<file path="src/rtl/mixer_pkg.sv">
// Shared types and helpers for the layer mixer: colour structs, fade state
// encoding and the 8-to-10 bit colour expansion.
package mixer_pkg;

  typedef struct packed {
    logic [7:0] r;
    logic [7:0] g;
    logic [7:0] b;
  } rgb_t;

  typedef struct packed {
    logic [7:0] r;
    logic [7:0] g;
    logic [7:0] b;
    logic [7:0] a;
  } rgba_t;

  typedef enum logic [1:0] {
    IDLE     = 2'd0,
    FADE_OUT = 2'd1,
    BLACK    = 2'd2,
    FADE_IN  = 2'd3
  } fade_state_t;

  localparam logic [8:0] FADE_FULL = 9'd256;

  // Replicating the top bits keeps full-scale white at full-scale on the DAC.
  function automatic logic [9:0] expand8to10(input logic [7:0] c);
    return {c, c[7:6]};
  endfunction

endpackage

</file>
<file path="src/rtl/layer_mixer_if.sv">
// Pixel-side and DAC-side signal bundle of the layer mixer.
interface layer_mixer_if #(
  parameter int NSPR = 2
);

  logic                   active;
  logic                   hsync_in;
  logic                   vsync_in;
  logic                   frame_start;
  logic [23:0]            bck_rgb;
  logic [32*NSPR-1:0]     spr_rgba;
  logic [1:0]             fade_cmd;
  logic [9:0]             vga_r;
  logic [9:0]             vga_g;
  logic [9:0]             vga_b;
  logic                   vga_hs;
  logic                   vga_vs;
  logic                   vga_blank;
  logic                   fade_busy;

  modport master (
    output active, hsync_in, vsync_in, frame_start, bck_rgb, spr_rgba, fade_cmd,
    input  vga_r, vga_g, vga_b, vga_hs, vga_vs, vga_blank, fade_busy
  );

  modport slave (
    input  active, hsync_in, vsync_in, frame_start, bck_rgb, spr_rgba, fade_cmd,
    output vga_r, vga_g, vga_b, vga_hs, vga_vs, vga_blank, fade_busy
  );

endinterface

</file>
<file path="src/rtl/alpha_blend_stage.sv">
// One registered pipeline stage that blends an RGBA layer over the colour
// coming up from the layers beneath it.
module alpha_blend_stage
  import mixer_pkg::*;
(
  input  logic  clk,
  input  logic  reset,
  input  rgb_t  dst,
  input  rgba_t src,
  output rgb_t  mix
);

  logic [8:0] alpha;

  // Remapping 255 to 256 makes an opaque sprite reproduce its colour exactly.
  function automatic logic [7:0] blend_ch(input logic [8:0] a,
                                          input logic [7:0] s,
                                          input logic [7:0] d);
    logic [16:0] acc;
    acc = 17'(a) * 17'(s) + 17'(FADE_FULL - a) * 17'(d);
    return acc[15:8];
  endfunction

  always_comb begin
    alpha = {1'b0, src.a} + 9'(src.a[7]);
  end

  always_ff @(posedge clk) begin
    if (reset) begin
      mix <= '0;
    end else begin
      mix.r <= blend_ch(alpha, src.r, dst.r);
      mix.g <= blend_ch(alpha, src.g, dst.g);
      mix.b <= blend_ch(alpha, src.b, dst.b);
    end
  end

endmodule

</file>
<file path="src/rtl/layer_mixer.sv">
// Pipelined compositor: background plus NSPR alpha-blended sprite layers,
// frame-synchronous global fade and 10-bit expansion, sync kept aligned.
module layer_mixer
  import mixer_pkg::*;
#(
  parameter int NSPR      = 2,
  parameter int FADE_STEP = 16
) (
  input logic           clk,
  input logic           reset,
  layer_mixer_if.slave  bus
);

  localparam logic [8:0] STEP = 9'(FADE_STEP);

  fade_state_t        state;
  fade_state_t        state_nxt;
  fade_state_t        fade_dir;
  logic [8:0]         level;
  logic [8:0]         level_nxt;

  rgb_t               bck_q;
  rgb_t               col [NSPR+1];
  logic [32*NSPR-1:0] spr_q [NSPR];
  logic [2:0]         side_q [NSPR+1];

  logic [9:0]         r_q;
  logic [9:0]         g_q;
  logic [9:0]         b_q;
  logic               hs_q;
  logic               vs_q;
  logic               blank_q;
  logic               busy;

  function automatic logic [7:0] fade_ch(input logic [7:0] c, input logic [8:0] l);
    logic [16:0] prod;
    prod = 17'(c) * 17'(l);
    return prod[15:8];
  endfunction

  // Stage 0 plus the delay lines that keep each sprite and the sideband
  // {active, hsync, vsync} in step with the blend stage that needs them.
  always_ff @(posedge clk) begin
    if (reset) begin
      bck_q <= '0;
      for (int k = 0; k < NSPR; k++) spr_q[k] <= '0;
      for (int k = 0; k <= NSPR; k++) side_q[k] <= '0;
    end else begin
      bck_q     <= rgb_t'(bus.bck_rgb);
      spr_q[0]  <= bus.spr_rgba;
      side_q[0] <= {bus.active, bus.hsync_in, bus.vsync_in};
      for (int k = 1; k < NSPR; k++) spr_q[k] <= spr_q[k-1];
      for (int k = 1; k <= NSPR; k++) side_q[k] <= side_q[k-1];
    end
  end

  assign col[0] = bck_q;

  // Stage k blends layer NSPR-k, so layer 0 lands on top last.
  for (genvar k = 1; k <= NSPR; k++) begin : g_blend
    alpha_blend_stage u_stage (
      .clk   (clk),
      .reset (reset),
      .dst   (col[k-1]),
      .src   (rgba_t'(spr_q[k-1][32*(NSPR-k) +: 32])),
      .mix   (col[k])
    );
  end

  always_ff @(posedge clk) begin
    if (reset) begin
      r_q     <= '0;
      g_q     <= '0;
      b_q     <= '0;
      hs_q    <= 1'b0;
      vs_q    <= 1'b0;
      blank_q <= 1'b0;
    end else begin
      blank_q <= side_q[NSPR][2];
      hs_q    <= side_q[NSPR][1];
      vs_q    <= side_q[NSPR][0];
      if (side_q[NSPR][2]) begin
        r_q <= expand8to10(fade_ch(col[NSPR].r, level));
        g_q <= expand8to10(fade_ch(col[NSPR].g, level));
        b_q <= expand8to10(fade_ch(col[NSPR].b, level));
      end else begin
        r_q <= '0;
        g_q <= '0;
        b_q <= '0;
      end
    end
  end

  always_ff @(posedge clk) begin
    if (reset) begin
      state <= IDLE;
      level <= FADE_FULL;
    end else begin
      state <= state_nxt;
      level <= level_nxt;
    end
  end

  // A command redirects first, then any frame_start steps in the new direction.
  always_comb begin
    fade_dir  = state;
    state_nxt = state;
    level_nxt = level;
    case (state)
      IDLE:     if (bus.fade_cmd == 2'b01) fade_dir = FADE_OUT;
      FADE_OUT: if (bus.fade_cmd == 2'b10) fade_dir = FADE_IN;
      BLACK:    if (bus.fade_cmd == 2'b10) fade_dir = FADE_IN;
      FADE_IN:  if (bus.fade_cmd == 2'b01) fade_dir = FADE_OUT;
      default:  fade_dir = IDLE;
    endcase
    if (bus.frame_start) begin
      if (fade_dir == FADE_OUT) begin
        level_nxt = (level > STEP) ? level - STEP : 9'd0;
      end else if (fade_dir == FADE_IN) begin
        level_nxt = ((10'(level) + 10'(STEP)) >= 10'(FADE_FULL)) ? FADE_FULL : level + STEP;
      end
    end
    state_nxt = fade_dir;
    if (fade_dir == FADE_OUT && level_nxt == 9'd0) state_nxt = BLACK;
    if (fade_dir == FADE_IN && level_nxt == FADE_FULL) state_nxt = IDLE;
  end

  always_comb begin
    busy = (state == FADE_OUT) || (state == FADE_IN);
  end

  assign bus.vga_r     = r_q;
  assign bus.vga_g     = g_q;
  assign bus.vga_b     = b_q;
  assign bus.vga_hs    = hs_q;
  assign bus.vga_vs    = vs_q;
  assign bus.vga_blank = blank_q;
  assign bus.fade_busy = busy;

endmodule
</file>
<file path="src/flat_wrapper.sv">
// flat-port wrapper written by rule: the top's interface ports become plain ports
module layer_mixer_flat import mixer_pkg::*;
#(
  parameter int NSPR      = 2,
  parameter int FADE_STEP = 16
)
  (clk, reset, bus_active, bus_hsync_in, bus_vsync_in, bus_frame_start, bus_bck_rgb, bus_spr_rgba, bus_fade_cmd, bus_vga_r, bus_vga_g, bus_vga_b, bus_vga_hs, bus_vga_vs, bus_vga_blank, bus_fade_busy);
  layer_mixer_if #(.NSPR(NSPR)) bus_i ();
  input logic clk;
  input logic reset;
  input wire logic [$bits(bus_i.active)-1:0] bus_active;
  input wire logic [$bits(bus_i.hsync_in)-1:0] bus_hsync_in;
  input wire logic [$bits(bus_i.vsync_in)-1:0] bus_vsync_in;
  input wire logic [$bits(bus_i.frame_start)-1:0] bus_frame_start;
  input wire logic [$bits(bus_i.bck_rgb)-1:0] bus_bck_rgb;
  input wire logic [$bits(bus_i.spr_rgba)-1:0] bus_spr_rgba;
  input wire logic [$bits(bus_i.fade_cmd)-1:0] bus_fade_cmd;
  output wire logic [$bits(bus_i.vga_r)-1:0] bus_vga_r;
  output wire logic [$bits(bus_i.vga_g)-1:0] bus_vga_g;
  output wire logic [$bits(bus_i.vga_b)-1:0] bus_vga_b;
  output wire logic [$bits(bus_i.vga_hs)-1:0] bus_vga_hs;
  output wire logic [$bits(bus_i.vga_vs)-1:0] bus_vga_vs;
  output wire logic [$bits(bus_i.vga_blank)-1:0] bus_vga_blank;
  output wire logic [$bits(bus_i.fade_busy)-1:0] bus_fade_busy;
  assign bus_i.active = bus_active;
  assign bus_i.hsync_in = bus_hsync_in;
  assign bus_i.vsync_in = bus_vsync_in;
  assign bus_i.frame_start = bus_frame_start;
  assign bus_i.bck_rgb = bus_bck_rgb;
  assign bus_i.spr_rgba = bus_spr_rgba;
  assign bus_i.fade_cmd = bus_fade_cmd;
  assign bus_vga_r = bus_i.vga_r;
  assign bus_vga_g = bus_i.vga_g;
  assign bus_vga_b = bus_i.vga_b;
  assign bus_vga_hs = bus_i.vga_hs;
  assign bus_vga_vs = bus_i.vga_vs;
  assign bus_vga_blank = bus_i.vga_blank;
  assign bus_fade_busy = bus_i.fade_busy;
  layer_mixer #(.NSPR(NSPR), .FADE_STEP(FADE_STEP)) u_core (.clk(clk), .reset(reset), .bus(bus_i));
endmodule
</file>
<file path="config.mk">
export PLATFORM = sky130hd
export DESIGN_NAME = layer_mixer_flat
export DESIGN_NICKNAME = d
export VERILOG_FILES = /design/src/rtl/mixer_pkg.sv /design/src/rtl/layer_mixer_if.sv /design/src/rtl/alpha_blend_stage.sv /design/src/rtl/layer_mixer.sv /design/src/flat_wrapper.sv
export SDC_FILE = /design/constraint.sdc
export NUM_CORES = 2
export LEC_CHECK = 0
export CAP_MARGIN = 0
export CELL_PAD_IN_SITES_DETAIL_PLACEMENT = 1
export CELL_PAD_IN_SITES_GLOBAL_PLACEMENT = 1
export CORE_MARGIN = 3
export CORE_UTILIZATION = 41
export DETAILED_ROUTE_END_ITERATION = 16
export GPL_ROUTABILITY_DRIVEN = 0
export PLACE_DENSITY = 0.69
export SYNTH_ARGS = -nofsm -noshare
export SYNTH_HDL_FRONTEND = slang
export SYNTH_SLANG_ARGS = --single-unit
</file>
<file path="constraint.sdc">
create_clock -name clk -period 12.3 [get_ports clk]
set_input_delay 2.46 -clock clk [delete_from_list [all_inputs] [get_ports clk]]
set_output_delay 2.46 -clock clk [all_outputs]
set_load 0.05 [all_outputs]
</file>
==> metrics.txt <==
Hold Crit Class=reg2reg; Final Slew Violations=0; CP max stage delay=around 0.67 ns; Routed WL=110 mm; clk_skew=0.0334 ns; area of the die=roughly 110000 sq um; CTS tree=yes; WP data required=12.74 ns; H-tree Lvls=2; ys async rst share=0%; setup repair bufs after CTS=0; Period minus WS final=8.98 ns; Layout area overhead=9.00%; Fin. Hold Viols=0; peak supply drop=0.128 mV; Final Cell Area=46100 sq um; Clock Path Buffers=3; WL per Instance=18.2 um; Syn Inst Count=4656; outcome=finished clean; Yosys reg bits=around 220; GRT overflow=0; clk sink count=around 220; Setup crit end kind=flip-flop; IO buf count=129; Post-route DRC=0; Initial Utilization=41.4%; Final ANT Viol Nets=0; DPL Wire Length=between 80 and 90 mm; syn_nets=6027; TNS Setup=0 ns; Max Cap Viol=0; fin crit share=73.0%; count of flip-flops with a built-in enable after synthesis=0; Rows=about 120; first drt pass iteration count=7; Seq/Total Area, Yosys=10.2%; leakage=23.4 nW; largest net degree at the start of global routing=73; Distinct cells, synth=74; Critical Path AT=between 9 and 10 ns; Starting DRT DRC Count=1079; initial antenna violation count=2; clock network latency to the later pin of the worst-skew pair=~0.61 ns; crit-path max FO=26; Fin Hold WS=0.438 ns; Mapped Area=approximately 42000 sq um; Post-CTS Resized=0; Top FF cell, synth=dfxtp_1; cell taking the most area after synthesis=fa_1; Crit path top cell by count=fa_1; layout cells sized above 1=3.00%; Setup Crit Path Kind=reg2reg; Tot Pwr=6.68 mW; Least-Margin Pin Slew=~1.0 ns; DIE HEIGHT=roughly 330 um; unrepaired setup endpoints after global routing=no; antenna cell count=0; Hold-fix buffers, CTS=0; Ys Warns=0; Placeable Area=102000 sq um; Pwr Density=145 nW/um^2; boundary pin count=130; Max stage delay cell, worst path=xnor2_1; share of the synthesized area in the top cell type=40.3%; global-route usage over all layers=around 22%; Worst-path clk slew=0.07 ns; Placement Cell Area=44900 sq um; Fmax=approximately 0.11 GHz; vias per cell=around 4.9; post-synthesis average cell area=9.08 sq um; via count=29800; Die W=327 um; CTS buffer count=34; Slew headroom=30.7%; first-pass GRT wire length=185 mm; fin util=45.2%; ranking of synthesized cells by area=fa_1, ha_1, dfxtp_1, inv_1, and2_1; clk root buf=clkbuf_16; number of setup violations in the final report=0; startpoint types=flip-flop; vias in the first global route=34500; nets@finish=around 6000
## through the flow
step / setup slack (ns) / instances
after floorplan: 4.88 / 4656
after global placement: 3.69 / 5974
after detailed placement: 3.39 / 5974
after CTS: 3.36 / 6035
after global routing: 2.73 / 6035
final: 3.32 / 6035
## cell usage in the layout, fill, tap and decap left out, drive strengths merged, types with 23 or more instances in the layout
master | Yosys | layout
a21oi | 32 | 32
and2 | 538 | 538
and3 | 23 | 23
buf | 57 | 44
clkbuf | 166 | 46
clkdlybuf4s50 | 0 | 128
dfxtp | 215 | 215
fa | 852 | 852
ha | 423 | 423
inv | 1039 | 1043
nand2 | 602 | 602
nand3 | 30 | 30
nor2 | 93 | 93
nor2b | 139 | 139
nor3 | 49 | 49
o21ai | 28 | 28
xnor2 | 120 | 120
xor2 | 45 | 45
## final cells by class
| class | instances | area (sq um) |
|---|---|---|
| fillers | 11900 | 56000 |
| multi-input cells | 3179 | 33300 |
| flip-flops and latches | 215 | 4300 |
| inverters | 1039 | 3900 |
| well taps | 1368 | 1710 |
| repair buffers | 173 | 1630 |
| clock buffers | 45 | 986 |
| clock inverters | 16 | 216 |
## power breakdown
part	internal, mW	switching, mW
clock	0.654	0.426
sequential	0.797	0.241
combinational	1.92	2.64
total	3.37	3.31
## critical path, delay by kind of cell (launching register included)
family                   cells  cell delay [ns]
AO/OA/AOI/OAI                7             1.89
buffers and inverters        7             1.04
adder cells (fa/ha/maj)      9             4.04
flip-flops                   1             0.60
XOR/XNOR                     3             1.05
AND/OR/NAND/NOR              3             0.22
## state kept, by name, indices dropped and copies added (netlist names)
name,cells
u_core.bus.vga_r,8
u_core.level,9
u_core.bus.vga_blank,1
u_core.bus.vga_b,8
u_core.bus.vga_hs,1
u_core.state,2
u_core.spr_q,96
u_core.side_q,9
u_core.bck_q,24
u_core.bus.vga_g,8
u_core.bus.vga_vs,1
u_core.g_blend.u_stage.mix,48
## per-layer routing
metal	routed length, um	global-route usage, %
met1	47700	28.1
met2	54400	38.2
met3	4190	2.80
met4	3510	6.75
met5	0	0
## cell families after synthesis
group / synth area share, %
xor gates and xnor gates: 3.67
muxes: 0.0474
DFF: 10.2
adders and majority gates: 52.9
and+or+nand+nor: 18.8
AOI/OAI and AO/OA: 3.10
buffers and inverters: 11.3
## synth_stat cells, types with 3 or more instances
| cell type | instances |
|---|---|
| inv_1 | 1039 |
| fa_1 | 852 |
| nand2_1 | 601 |
| and2_1 | 538 |
| ha_1 | 423 |
| dfxtp_1 | 215 |
| clkbuf_1 | 164 |
| nor2b_1 | 139 |
| xnor2_1 | 118 |
| nor2_1 | 93 |
| nor3_1 | 48 |
| xor2_1 | 45 |
| buf_1 | 43 |
| a21oi_1 | 32 |
| nand3_1 | 30 |
| o21ai_0 | 25 |
| and3_1 | 21 |
| o21a_1 | 20 |
| or3_1 | 17 |
| a21o_1 | 14 |
| nand2b_1 | 13 |
| nand4_1 | 13 |
| a211oi_1 | 12 |
| buf_2 | 7 |
| buf_4 | 7 |
| o21bai_1 | 7 |
| o31ai_1 | 7 |
| a2111oi_0 | 6 |
| nor3b_1 | 6 |
| nor4_1 | 6 |
| or2_2 | 6 |
| a211o_1 | 5 |
| a31oi_1 | 4 |
| o31a_1 | 4 |
| xnor3_1 | 4 |
| a21boi_0 | 3 |
| a311oi_1 | 3 |
| a41o_1 | 3 |
| o211ai_1 | 3 |
| o21ai_1 | 3 |
| o41a_1 | 3 |
| o41ai_1 | 3 |
## path summary, 6_finish.rpt
| path | startpoint | to | slack [ns] | cells past startpoint |
|---|---|---|---|---|
| setup / recovery | u_core.spr_q[0][71]$_SDFF_PP0_ | u_core.g_blend[2].u_stage.mix[7]$_SDFF_PP0_ | 3.32 | 29 |
| hold / removal | u_core.side_q[0][1]$_SDFF_PP0_ | u_core.side_q[0][4]$_SDFF_PP0_ | 0.44 | 1 |
| setup reg to reg | u_core.spr_q[0][71]$_SDFF_PP0_ | u_core.g_blend[2].u_stage.mix[7]$_SDFF_PP0_ | 3.32 | 29 |
| hold reg to reg | u_core.side_q[0][1]$_SDFF_PP0_ | u_core.side_q[0][4]$_SDFF_PP0_ | 0.44 | 1 |
Note: power is estimated with default switching activity, not from simulation.
